==> config.mk <==
export PLATFORM = sky130hd
export DESIGN_NAME = digit_serial_adder
export DESIGN_NICKNAME = d
export VERILOG_FILES = /design/src/rtl/digit_serial_adder_pkg.sv /design/src/rtl/digit_adder.sv /design/src/rtl/digit_serial_adder.sv
export SDC_FILE = /design/constraint.sdc
export NUM_CORES = 1
export LEC_CHECK = 0
export CORE_UTILIZATION = 45
export DETAILED_ROUTE_END_ITERATION = 10
export DONT_BUFFER_PORTS = 1
export SYNTH_ARGS = -nofsm -noshare
export SYNTH_HDL_FRONTEND = slang
export SYNTH_SLANG_ARGS = --single-unit
==> constraint.sdc <==
create_clock -name clk -period 4.55 [get_ports clk]
set_input_delay 0.91 -clock clk [delete_from_list [all_inputs] [get_ports clk]]
set_output_delay 0.91 -clock clk [all_outputs]
set_load 0.005 [all_outputs]
==> src/rtl/digit_serial_adder_pkg.sv <==
// Shared types and sizing helpers for the digit-serial adder.
// DIGIT_SERIAL_ADDER_SUB_EN adds a subtract-mode input to the top.
package digit_serial_adder_pkg;

  typedef enum logic [1:0] {
    IDLE,
    RUN,
    DONE
  } state_e;

  function automatic int ndig_f(input int w, input int d);
    return w / d;
  endfunction

  function automatic int cnt_w_f(input int n);
    return (n <= 1) ? 1 : $clog2(n);
  endfunction

endpackage

==> src/rtl/digit_adder.sv <==
// Combinational DIGIT-bit ripple-carry adder slice.
module digit_adder #(
  parameter int DIGIT = 4
) (
  input  logic [DIGIT-1:0] a_i,
  input  logic [DIGIT-1:0] b_i,
  input  logic             c_i,
  output logic [DIGIT-1:0] s_o,
  output logic             c_o
);

  logic cy;

  always_comb begin
    cy  = c_i;
    s_o = '0;
    for (int i = 0; i < DIGIT; i++) begin
      s_o[i] = a_i[i] ^ b_i[i] ^ cy;
      cy     = (a_i[i] & b_i[i]) | (cy & (a_i[i] ^ b_i[i]));
    end
    c_o = cy;
  end

endmodule

==> src/rtl/digit_serial_adder.sv <==
// Digit-serial adder: DIGIT bits per cycle, valid/ready on both sides.
// DIGIT_SERIAL_ADDER_SUB_EN adds a 'sub' port (a - b when set).
module digit_serial_adder
  import digit_serial_adder_pkg::*;
#(
  parameter int WIDTH = 16,
  parameter int DIGIT = 4
) (
  input  logic             clk,
  input  logic             rst_n,
  input  logic             in_valid,
  output logic             in_ready,
  input  logic [WIDTH-1:0] a,
  input  logic [WIDTH-1:0] b,
  input  logic             cin,
`ifdef DIGIT_SERIAL_ADDER_SUB_EN
  input  logic             sub,
`endif
  output logic             out_valid,
  input  logic             out_ready,
  output logic [WIDTH-1:0] sum,
  output logic             cout
);

  localparam int NDIG = ndig_f(WIDTH, DIGIT);
  localparam int CW   = cnt_w_f(NDIG);

  state_e           state_q, state_d;
  logic [WIDTH-1:0] a_q, a_d;
  logic [WIDTH-1:0] b_q, b_d;
  logic [WIDTH-1:0] acc_q, acc_d;
  logic [WIDTH-1:0] sum_q, sum_d;
  logic             carry_q, carry_d;
  logic             cout_q, cout_d;
  logic [CW-1:0]    cnt_q, cnt_d;

  logic [DIGIT-1:0] dsum;
  logic             dcar;
  logic [WIDTH-1:0] acc_sh;
  logic [WIDTH-1:0] b_in;
  logic             c_in;
  logic             last;

  // Subtraction is folded in at capture: store ~b, force carry to 1.
`ifdef DIGIT_SERIAL_ADDER_SUB_EN
  assign b_in = sub ? ~b : b;
  assign c_in = sub ? 1'b1 : cin;
`else
  assign b_in = b;
  assign c_in = cin;
`endif

  digit_adder #(
    .DIGIT(DIGIT)
  ) u_add (
    .a_i(a_q[DIGIT-1:0]),
    .b_i(b_q[DIGIT-1:0]),
    .c_i(carry_q),
    .s_o(dsum),
    .c_o(dcar)
  );

  assign acc_sh = (acc_q >> DIGIT)
                | (WIDTH'(dsum) << (WIDTH - DIGIT));
  assign last   = (cnt_q == CW'(NDIG - 1));

  always_comb begin
    state_d   = state_q;
    a_d       = a_q;
    b_d       = b_q;
    acc_d     = acc_q;
    sum_d     = sum_q;
    carry_d   = carry_q;
    cout_d    = cout_q;
    cnt_d     = cnt_q;
    in_ready  = 1'b0;
    out_valid = 1'b0;
    unique case (state_q)
      IDLE: begin
        in_ready = 1'b1;
        if (in_valid) begin
          a_d     = a;
          b_d     = b_in;
          carry_d = c_in;
          cnt_d   = '0;
          state_d = RUN;
        end
      end
      RUN: begin
        a_d     = a_q >> DIGIT;
        b_d     = b_q >> DIGIT;
        acc_d   = acc_sh;
        carry_d = dcar;
        cnt_d   = cnt_q + 1'b1;
        if (last) begin
          sum_d   = acc_sh;
          cout_d  = dcar;
          state_d = DONE;
        end
      end
      DONE: begin
        out_valid = 1'b1;
        if (out_ready) state_d = IDLE;
      end
      default: state_d = IDLE;
    endcase
  end

  always_ff @(posedge clk or negedge rst_n) begin
    if (!rst_n) begin
      state_q <= IDLE;
      a_q     <= '0;
      b_q     <= '0;
      acc_q   <= '0;
      sum_q   <= '0;
      carry_q <= 1'b0;
      cout_q  <= 1'b0;
      cnt_q   <= '0;
    end else begin
      state_q <= state_d;
      a_q     <= a_d;
      b_q     <= b_d;
      acc_q   <= acc_d;
      sum_q   <= sum_d;
      carry_q <= carry_d;
      cout_q  <= cout_d;
      cnt_q   <= cnt_d;
    end
  end

  assign sum  = sum_q;
  assign cout = cout_q;

endmodule

After elaboration in Yosys (flattened, before gate mapping)
Index checks and enable logic that the tools add are counted.
{"block": "op_classes", "muxes": 14, "n_addsub": 1, "bitwise": 21, "eq_ne": 6, "reduce_logical": 5}
{"operator": "16-bit case mux with 2 select lines", "count": 2}
{"operator": "16-bit 2-to-1 mux", "count": 2}
{"operator": "12-bit by 16-bit OR with 16-bit output", "count": 1}
{"operator": "1-bit AND", "count": 8}
{"operator": "2-bit 2-to-1 mux", "count": 4}
{"operator": "1-bit bitwise XOR", "count": 8}
{"operator": "2-bit inequality test (second input constant)", "count": 3}
{"operator": "2-bit case mux with 3 select lines", "count": 1}
{"operator": "2-bit == test (second input constant)", "count": 2}
{"operator": "1-bit OR", "count": 4}
{"operator": "2-bit case mux with 2 select lines", "count": 1}
{"operator": "2-bit AND reduction", "count": 2}
{"operator": "1-bit 2-to-1 mux", "count": 3}
{"operator": "3-bit AND reduction", "count": 1}
{"operator": "2-bit by 1-bit adder with 2-bit output (second input constant)", "count": 1}
{"operator": "2-bit by 1-bit == test with 1-bit output (second input constant)", "count": 1}
{"operator": "2-bit zero test", "count": 1}
{"operator": "1-bit case mux with 2 select lines", "count": 1}
{"operator": "2-bit nonzero test", "count": 1}
{"block": "totals", "output_inout_bits": 19, "regBits": 70, "input_bits": 37, "word_cells": 55}

Depth between registers and ports, before layout
Gate-level depths: netlist of the first run.
{"block": "logic_depth", "word_depth": 10, "depth_mapped": 8, "mapped_depth_nobuf": 8}

Hierarchy
A second synthesis of the first run with hierarchy kept.
{"block": "unflattened", "cells_unflattened": 254, "hier_area_um2": 2867.8}
{"module": "digit_serial_adder", "seq_area_each_um2": 1651.6, "cells_per_inst": 240, "instances": 1, "area_per_inst_um2": 2750.1}
{"module": "digit_adder", "seq_area_each_um2": 0.0, "cells_per_inst": 14, "instances": 1, "area_per_inst_um2": 117.6}

Worst setup path after synthesis of the first run
OpenSTA, ideal clock, no wires.
{"block": "synth_path", "path_type": "register to register", "from": "reg a_q[0]", "to": "reg sum_q[15], in the netlist sum[15]", "path_slack_ps": 2454, "n_path_buf": 0, "required_time_ps": 4467, "t_arrival_ps": 2014, "setup_ps": 83, "synth_period_minus_slack_ps": 2096, "stages_incl_launch_ff": 9, "cell_sequence": "dfrtp_1 > fa_1 > inv_1 > fa_1 > inv_1 > fa_1 > inv_1 > fa_1 > o21ai_0"}
{"block": "synth_between", "elab_chain_cells": 9, "word_cells_on_any_way": 10, "classes_between": "bitwise: 10"}
{"element": "start: declaration", "line": "digit_serial_adder.sv:29", "rtl": "logic [WIDTH-1:0] a_q, a_d;"}
{"element": "start signal: assignment", "line": "digit_serial_adder.sv:112", "rtl": "a_q <= '0;"}
{"element": "start signal: assignment", "line": "digit_serial_adder.sv:121", "rtl": "a_q <= a_d;"}
{"element": "1-bit bitwise XOR", "line": "digit_adder.sv:19", "rtl": "cy = (a_i[i] & b_i[i]) | (cy & (a_i[i] ^ b_i[i]));"}
{"element": "1-bit AND", "line": "digit_adder.sv:19"}
{"element": "1-bit OR *", "line": "digit_adder.sv:19"}
{"element": "1-bit AND *", "line": "digit_adder.sv:19"}
{"element": "1-bit OR *", "line": "digit_adder.sv:19"}
{"element": "1-bit AND *", "line": "digit_adder.sv:19"}
{"element": "1-bit OR *", "line": "digit_adder.sv:19"}
{"element": "1-bit bitwise XOR *", "line": "digit_adder.sv:18", "rtl": "s_o[i] = a_i[i] ^ b_i[i] ^ cy;"}
{"element": "12-bit by 16-bit OR with 16-bit output *", "line": "digit_serial_adder.sv:64", "rtl": "| (WIDTH'(dsum) << (WIDTH - DIGIT));"}
{"element": "end signal: assignment", "line": "digit_serial_adder.sv:124", "rtl": "sum_q <= sum_d;"}
{"element": "end: declaration", "line": "digit_serial_adder.sv:32", "rtl": "logic [WIDTH-1:0] sum_q, sum_d;"}
Mark *: on every way between the ends. The rest lies on a longest branch, timed or not.
A chain may end at the register's enable or synchronous reset.

Final worst setup path of the first run
{"block": "layout_path", "from": "reg state_q[1]", "to": "out out_valid"}
{"block": "layout_between", "elab_chain_cells": 2}
{"element": "start: declaration", "line": "digit_serial_adder.sv:28", "rtl": "state_e state_q, state_d;"}
{"element": "start signal: assignment", "line": "digit_serial_adder.sv:120", "rtl": "state_q <= state_d;"}
{"element": "2-bit == test", "line": "digit_serial_adder.sv:78", "rtl": "unique case (state_q)"}
{"element": "1-bit 2-to-1 mux", "line": "digit_serial_adder.sv:78"}
{"element": "end: declaration", "line": "digit_serial_adder.sv:19", "rtl": "output logic out_valid,"}
Every way passes these cells.

==> results.cfg, run 1 <==
[global_route]
grt_overflow = 0
grt_pass1_vias = 2037
grt_first_pass_wirelength_mm = 9.784
grt_max_degree = 67
antenna_found_initial = 0
grtUsageTotal = 0.1990

[synth]
syn_area_mm2 = 0.002888
synth_cells = 266
netlist.area_leader.share = 0.5719
netlist_top_cells_area = dfrtp_1 (57%), o22ai_1 (8.0%), nand2_1 (5.8%), mux2_1 (5.1%), o21ai_0 (3.5%)
synth-warning-count = 0
synth_seq_cells = 66
yosys.cell_types.count = 30
synth.yosys.seq_area_share = 0.5719
synth_top_area_cell = dfrtp_1
avgSynthCellArea_um2 = 10.86
synth_nets = 308

[floorplan]
core_mm2 = 0.006061
core.rowCount = 28
die_y_um = 82.11
start_util = 0.4765
die_w_um = 82.11
dieArea_mm2 = 0.006741
io_pins = 56

[route]
via_count = 1991
viasPerCell = 5.908
drc_errors = 0
drt_iter0_drc = 92
finalWirelength_mm = 5.899
drtAntennaViolNets = 0
routedWlPerCell_um = 17.50
firstDrtPassIters = 4

[power_and_ir_drop]
power.leakage_nw = 1.381
ir_worst_vdd_v = 0.0003923
total_power_w = 0.002377
p_per_area_mw_per_mm2 = 775.6

[final_layout]
final_cells = 337
finalNetCount = 299
antenna_cells = 0
layout-drive-gt1-share = 0.08779
areaGrowthSynthToFinish_pct = 6.109

[sta]
max_slew.worst_pin.slew_ns = 0.7172
fmax_mhz = 374.7
finalCritPeriodShare = 0.5865
period_minus_slack_ns = 2.669
final-hold-violation-count = 0
max_slew_margin = 0.5218
setup_viol = 0
slew_violations = 0
rsz0062_at_grt = no
final.setup.worst_slack_ns = 1.881
fin_setup_tns_ns = 0
finClkSkew_ns = 0.007317

[clock_tree]
cts_buffers = 9
cts.reportedPaths.clkPinSlew_ns = 0.06
clock_path_buffers = 2
clock_latency_ns = 0.34
cts_setup_buffers = 0
htreeDepth = 3
cts_tree = built
cts_resized = 0
postCtsHoldBufs = 0
clock-sinks = 66
clock-root-buffer = clkbuf_8

[setup_path]
critPathMaxFanout = 22
r2r_cells = 8
crit_cells = 2
critPathTopFamily = flip-flops
crit_chain = inv_1, nor2_1
startpoint_type = register
critPathKind = reg -> out
crit_buf_inv = 1
required_ns = 3.64
slowest_stage = dfrtp_1
crit_path_end_kind = primary output
worstPathArrival_ns = 1.76
max_stage_delay_ns = 0.68

[outcome]
outcome = finished clean

[run]
drv_cap = 0

[worst_hold_path]
hold_class = in -> async

[place]
hpwl_mm = 3.746
placed_cells = 321
place.gp.congestion = 0.7171
dp_worst_setup_slack_ns = 2.273
io_buffer_count = 0
sequential cells by signal, summed over array words and instances (netlist names):
signal,count
a_q,16
sum,16
cout,1
acc_q,12
cnt_q,2
b_q,16
carry_q,1
state_q,2
stage by stage:
stage	area, µm²	utilization	hold WS, ns
floorplan	2888	-	0.4386
global placement	2867	0.4730	0.4576
detailed placement	2867	0.4730	0.4593
CTS	3064	0.5056	0.2387
global route	3064	0.5056	0.2312
finish	3064	0.5056	0.2630
layout make-up:
cell class              instances  area (µm²)
fillers                       594        2997
clock buffers                  14       162.7
well taps                      75       93.84
inverters                      10       37.54
flip-flops and latches         66        1652
clock inverters                 2       35.03
repair buffers                  1       7.507
multi-input cells             169        1076
kinds of logic (layout without fill, tap and decap cells):
| family | count (synthesis) | count (layout) | share of synthesized area |
|---|---|---|---|
| flops | 66 | 66 | 0.5719 |
| fa+ha+maj | 5 | 5 | 0.03206 |
| compound gates | 88 | 88 | 0.1846 |
| buf+inv | 31 | 27 | 0.05546 |
| mux | 14 | 14 | 0.05459 |
| simple gates | 62 | 62 | 0.1014 |
cell usage after synthesis, drive strengths merged:
| library cell | instances |
|---|---|
| o31ai | 1 |
| buf | 16 |
| fa | 4 |
| clkbuf | 5 |
| o21ai | 22 |
| nor2b | 1 |
| mux2 | 14 |
| a21oi | 19 |
| nand3b | 5 |
| a221oi | 1 |
| inv | 10 |
| or2 | 1 |
| nand2 | 45 |
| dfrtp | 66 |
| o32ai | 1 |
| ha | 1 |
| nor2 | 5 |
| a2bb2oi | 3 |
| nand2b | 4 |
| o221a | 4 |
| and2b | 1 |
| o22ai | 37 |
routing by layer:
metal	up-vias	part of all wire	GRT usage
li1	932	-	-
met1	991	0.46	0.2433
met2	59	0.46	0.3124
met3	9	0.064	0.08242
met4	0	0.016	0.07895
met5	-	0	0
cell usage in the layout, fill, tap and decap left out, drive strengths merged, types with 3 or more instances in the layout:
master	netlist	layout
o221a	4	4
a2bb2oi	3	3
o21ai	22	22
nor2	5	5
fa	4	4
dfrtp	66	66
nand2b	4	4
inv	10	10
mux2	14	14
clkbuf	5	14
nand3b	5	5
nand2	45	45
o22ai	37	37
a21oi	19	19
worst paths after layout:
check / start / end / slack, ns
min: rst_n / acc_q[4] / 0.26
max: state_q[1] / out_valid / 1.88
min reg2reg: acc_q[5] / acc_q[5] / 0.47
max in group asynchronous: rst_n / b_q[8] / 4.16
max reg2reg: a_q[0] / sum[15] / 2.35
min in group clk: acc_q[5] / acc_q[5] / 0.47
power by group:
| part | internal, W | switching (W) |
|---|---|---|
| Combinational | 0.000347 | 0.000431 |
| Clock | 0.000283 | 0.000211 |
| Sequential | 0.000870 | 0.000235 |
| Total | 0.00150 | 0.000877 |
(Power assumes the default switching activity.)
==> inputs of run 2 (changes only) <==
- clock period: 4.55 -> 2.4 ns (I/O delays scaled with it)
==> results.cfg, run 2 (synthesis results as in run 1) <==
[outcome]
outcome = finished with violations
violations = negative hold slack

[place]
placed_cells = 326
hpwl_mm = 3.795
place.gp.congestion = 0.7109
io_buffer_count = 0

[floorplan]
start_util = 0.4765
io_pins = 56
core_mm2 = 0.006061
die_w_um = 82.11
dieArea_mm2 = 0.006741
die_y_um = 82.11
core.rowCount = 28

[power_and_ir_drop]
p_per_area_mw_per_mm2 = 1508
pwr-share-comb = 0.333
swShare = 0.3629
clock_power_share = 0.235
ir_worst_vdd_v = 0.0005967
p_seq_frac = 0.432
power.leakage_nw = 1.440
p_switching_w = 0.001737
intPower_w = 0.003049
total_power_w = 0.004786

[final_layout]
seqCellArea_mm2 = 0.001652
antenna_cells = 0
mostFrequentLayoutCells = dfrtp_1 (66), nand2_1 (45), o22ai_1 (37), o21ai_0 (20), a21oi_1 (19)
multi_input_area_mm2 = 0.001076
fin_util = 0.5235
fillCellCount = 539
areaGrowthSynthToFinish_pct = 9.879
final_cells = 343
layout_commonest_cell = dfrtp_1
layout-drive-gt1-share = 0.1194
finalNetCount = 305

[clock_tree]
cts_tree = built
postCtsHoldBufs = 1
cts_resized = 0
cts_setup_buffers = 0
cts_buffers = 9
clock_path_buffers = 2
cts.reportedPaths.clkPinSlew_ns = 0.07
clock-root-buffer = clkbuf_8
clock_latency_ns = 0.35
clock-sinks = 66
htreeDepth = 3

[setup_path]
crit_path_end_kind = register
slowest_stage = fa_1
critPathTopFamily = adder cells
max_stage_delay_ns = 0.44
worstPathArrival_ns = 2.49
critPathKind = reg -> reg
crit_chain = fa_1, inv_1, fa_1, inv_1, fa_1, inv_1, fa_1, o21ai_0
startpoint_type = register
crit_buf_inv = 3
critPathMaxFanout = 3
timing.critical_path.mode_cell = fa_1
required_ns = 2.66

[sta]
setup_viol = 0
rsz0062_at_grt = no
fmax_mhz = 448.8
slew_violations = 0
final-hold-violation-count = 1
finClkSkew_ns = 0.004708
fin_setup_tns_ns = 0
max_slew.worst_pin.slew_ns = 0.5617
max_slew_margin = 0.6255
finalCritPeriodShare = 0.9285
period_minus_slack_ns = 2.228
fin_hold_ws_ns = -0.0005462

[global_route]
grt_overflow = 0
grtUsageTotal = 0.2025
grt_first_pass_wirelength_mm = 9.798
grt_max_degree = 67
grt_pass1_vias = 1999
antenna_found_initial = 0

[route]
finalWirelength_mm = 5.941
routedWlPerCell_um = 17.32
drt_iter0_drc = 129
viasPerCell = 5.764
drtAntennaViolNets = 0
drc_errors = 0
via_count = 1977
firstDrtPassIters = 4

[worst_hold_path]
hold_class = in -> async

[run]
drv_cap = 0
[run 2: cell count changes in the layout (fill, tap and decap cells not counted), sizes merged]
cell | before | now
buf | 1 | 7
clkbuf | 14 | 9
clkinv | 1 | 4
bufinv | 1 | 3
[run 2: path summary, 6_finish.rpt]
check	to	cells past startpoint	start	slack, ns
setup / recovery	sum[15]	8	a_q[0]	0.17
hold / removal	sum[2]	1	rst_n	-0.0005
setup reg to reg	sum[15]	8	a_q[0]	0.17
hold reg to reg	acc_q[5]	2	acc_q[5]	0.47
max in group asynchronous	b_q[8]	1	rst_n	2.12
min in group clk	state_q[1]	1	out_ready	0.21
[run 2: cell type report]
| type | instances | area share |
|---|---|---|
| well taps | 75 | 0.02957 |
| multi-input cells | 169 | 0.3391 |
| repair buffers | 7 | 0.02287 |
| clock inverters | 7 | 0.03707 |
| flip-flops and latches | 66 | 0.5205 |
| clock buffers | 9 | 0.03904 |
| inverters | 10 | 0.01183 |
[run 2: stage by stage]
stage | cell area (µm²) | worst slack, ns
final | 3173 | 0.1716
after global routing | 3173 | 0.03249
after CTS | 3173 | 0.1549
after detailed placement | 2904 | 0.1724
after global placement | 2904 | 0.2249
after floorplan | 2888 | 0.3036
[run 2: power by group through the flow]
stage / registers, W / logic [W] / clock network, W
floorplan: 0.00193 / 0.00140 / 0
global placement: 0.00208 / 0.00155 / 0
detailed placement: 0.00209 / 0.00159 / 0
CTS: 0.00207 / 0.00162 / 0.00115
global route: 0.00215 / 0.00183 / 0.00119
finish: 0.00207 / 0.00159 / 0.00112
[run 2: routing by layer]
| metal | routed length (µm) | GRT usage |
|---|---|---|
| met1 | 2645 | 0.2454 |
| met2 | 2791 | 0.3157 |
| met3 | 418 | 0.09011 |
| met4 | 86 | 0.07895 |
| met5 | 0 | 0 |
==> inputs of run 3 (changes only) <==
- TNS_END_PERCENT: not set -> 100
- clock period: 2.4 -> 2 ns (I/O delays scaled with it)
==> results.cfg, run 3 (synthesis results as in run 1) <==
[outcome]
outcome = finished with violations
violations = negative setup slack

[setup_path]
worstPathArrival_ns = 2.34
crit_path_end_kind = register
required_ns = 2.26
critPathMaxFanout = 2
crit_start = carry_q
r2r_start = carry_q
r2r_cells = 8
critPathKind = reg -> reg
worstReg2RegEnd = sum[15]
ff2ff_setup_slack_ns = -0.08
startpoint_type = register

[global_route]
grt_pass1_vias = 2070
grtUsageTotal = 0.2010
antenna_found_initial = 0
grt_max_degree = 67
grt_overflow = 0
grt_first_pass_wirelength_mm = 9.873

[clock_tree]
cts_buffers = 9
cts.reportedPaths.clkPinSlew_ns = 0.07
cts_tree = built
clock_path_buffers = 2
clock-sinks = 66
clock_latency_ns = 0.34
clock-root-buffer = clkbuf_8
htreeDepth = 3

[route]
drc_errors = 0
finalWirelength_mm = 5.849
firstDrtPassIters = 4
drt_iter0_drc = 105
drtAntennaViolNets = 0
via_count = 1980
viasPerCell = 5.723
routedWlPerCell_um = 16.90

[floorplan]
start_util = 0.4765
die_w_um = 82.11
die_y_um = 82.11
io_pins = 56
core.rowCount = 28
core_mm2 = 0.006061
dieArea_mm2 = 0.006741

[power_and_ir_drop]
power.leakage_nw = 1.430
ir_worst_vdd_v = 0.0008187
p_per_area_mw_per_mm2 = 1776

[place]
place_area_mm2 = 0.002927
place.gp.congestion = 0.7620
dp_worst_setup_slack_ns = -0.09821
placed_cells = 328
hpwl_mm = 3.741
io_buffer_count = 0

[sta]
setup_viol = 2
rsz0062_at_grt = yes
period_minus_slack_ns = 2.076
final-hold-violation-count = 0
max_slew.worst_pin.slew_ns = 0.4688
max_slew_margin = 0.6875
slew_violations = 0
fin_hold_ws_ns = 0.1345
fmax_mhz = 481.6
finalCritPeriodShare = 1.038
final.setup.worst_slack_ns = -0.07637
finClkSkew_ns = 0.006231

[final_layout]
layout_commonest_cell = dfrtp_1
areaGrowthSynthToFinish_pct = 10.44
layout-drive-gt1-share = 0.1550
finalNetCount = 308
final_area_mm2 = 0.003189
final_cells = 346
mostFrequentLayoutCells = dfrtp_1 (65), nand2_1 (45), o22ai_1 (37), a21oi_1 (19), o21ai_0 (19)
antenna_cells = 0
fillCellCount = 560

[worst_hold_path]
min-delay-start = out_ready
hold_depth = 1
hold_class = in -> reg
hold_path_end = state_q[1]

[run]
drv_cap = 0
[run 3: timing repair]
| item | in CTS | in global routing |
|---|---|---|
| pin swaps | 3 | 1 |
| hold buffers | 2 | 0 |
| buffers inserted | 0 | 0 |
| gates resized for setup | 2 | 1 |
| endpoints found under the setup margin | 4 | 3 |
| hold endpoints to repair | 66 | 0 |
[run 3: power breakdown]
part           switching [W]  total (W)  leakage (nW)  internal, W
clock network       0.000511    0.00121         0.105     0.000698
registers           0.000497    0.00248         0.800      0.00198
logic                0.00108    0.00198         0.525     0.000895
total                0.00209    0.00566          1.43      0.00357
[run 3: worst max-delay path by stage]
stage | depth (start not counted) | to
6_report | 8 | sum[15]
3_3_place_gp | 8 | sum[15]
5_1_grt | 8 | sum[15]
2_1_floorplan | 8 | acc_q[15]
4_1_cts | 8 | acc_q[15]
3_5_place_dp | 8 | acc_q[15]
[run 3: critical path: stages (launching register included)]
cell and delay (ns):
dfrtp_1 0.40, fa_2 0.39, inv_2 0.06, fa_2 0.18, inv_2 0.04, fa_2 0.32, inv_2 0.06, fa_1 0.42
o21ai_1 0.13
[run 3: layer usage]
layer,wire length [µm],vias up,share of wire,global-route usage
met5,0,-,0,0
met4,61,0,0.010,0.09298
met3,474,5,0.081,0.08132
met2,2758,64,0.47,0.3215
met1,2555,965,0.44,0.2360
li1,-,946,-,-
[run 3: final cells by class]
| type | count | area, µm² | share of cell area |
|---|---|---|---|
| flip-flops and latches | 66 | 1653 | 0.5182 |
| multi-input cells | 169 | 1090 | 0.3417 |
| clock buffers | 9 | 123.9 | 0.03884 |
| repair buffers | 10 | 97.59 | 0.03060 |
| clock inverters | 7 | 93.84 | 0.02942 |
| well taps | 75 | 93.84 | 0.02942 |
| inverters | 10 | 37.54 | 0.01177 |
[run 3: per-stage QoR]
| step | setup TNS (ns) | util | total power, W |
|---|---|---|---|
| 3_3_place_gp | -0.1307 | 0.4829 | 0.004402 |
| 2_1_floorplan | -0.04586 | - | 0.004025 |
| 3_5_place_dp | -0.1939 | 0.4829 | 0.004461 |
| 5_1_grt | -0.4457 | 0.5262 | 0.006196 |
| 4_1_cts | -0.1938 | 0.5252 | 0.005735 |
| 6_report | -0.1522 | 0.5262 | 0.005663 |
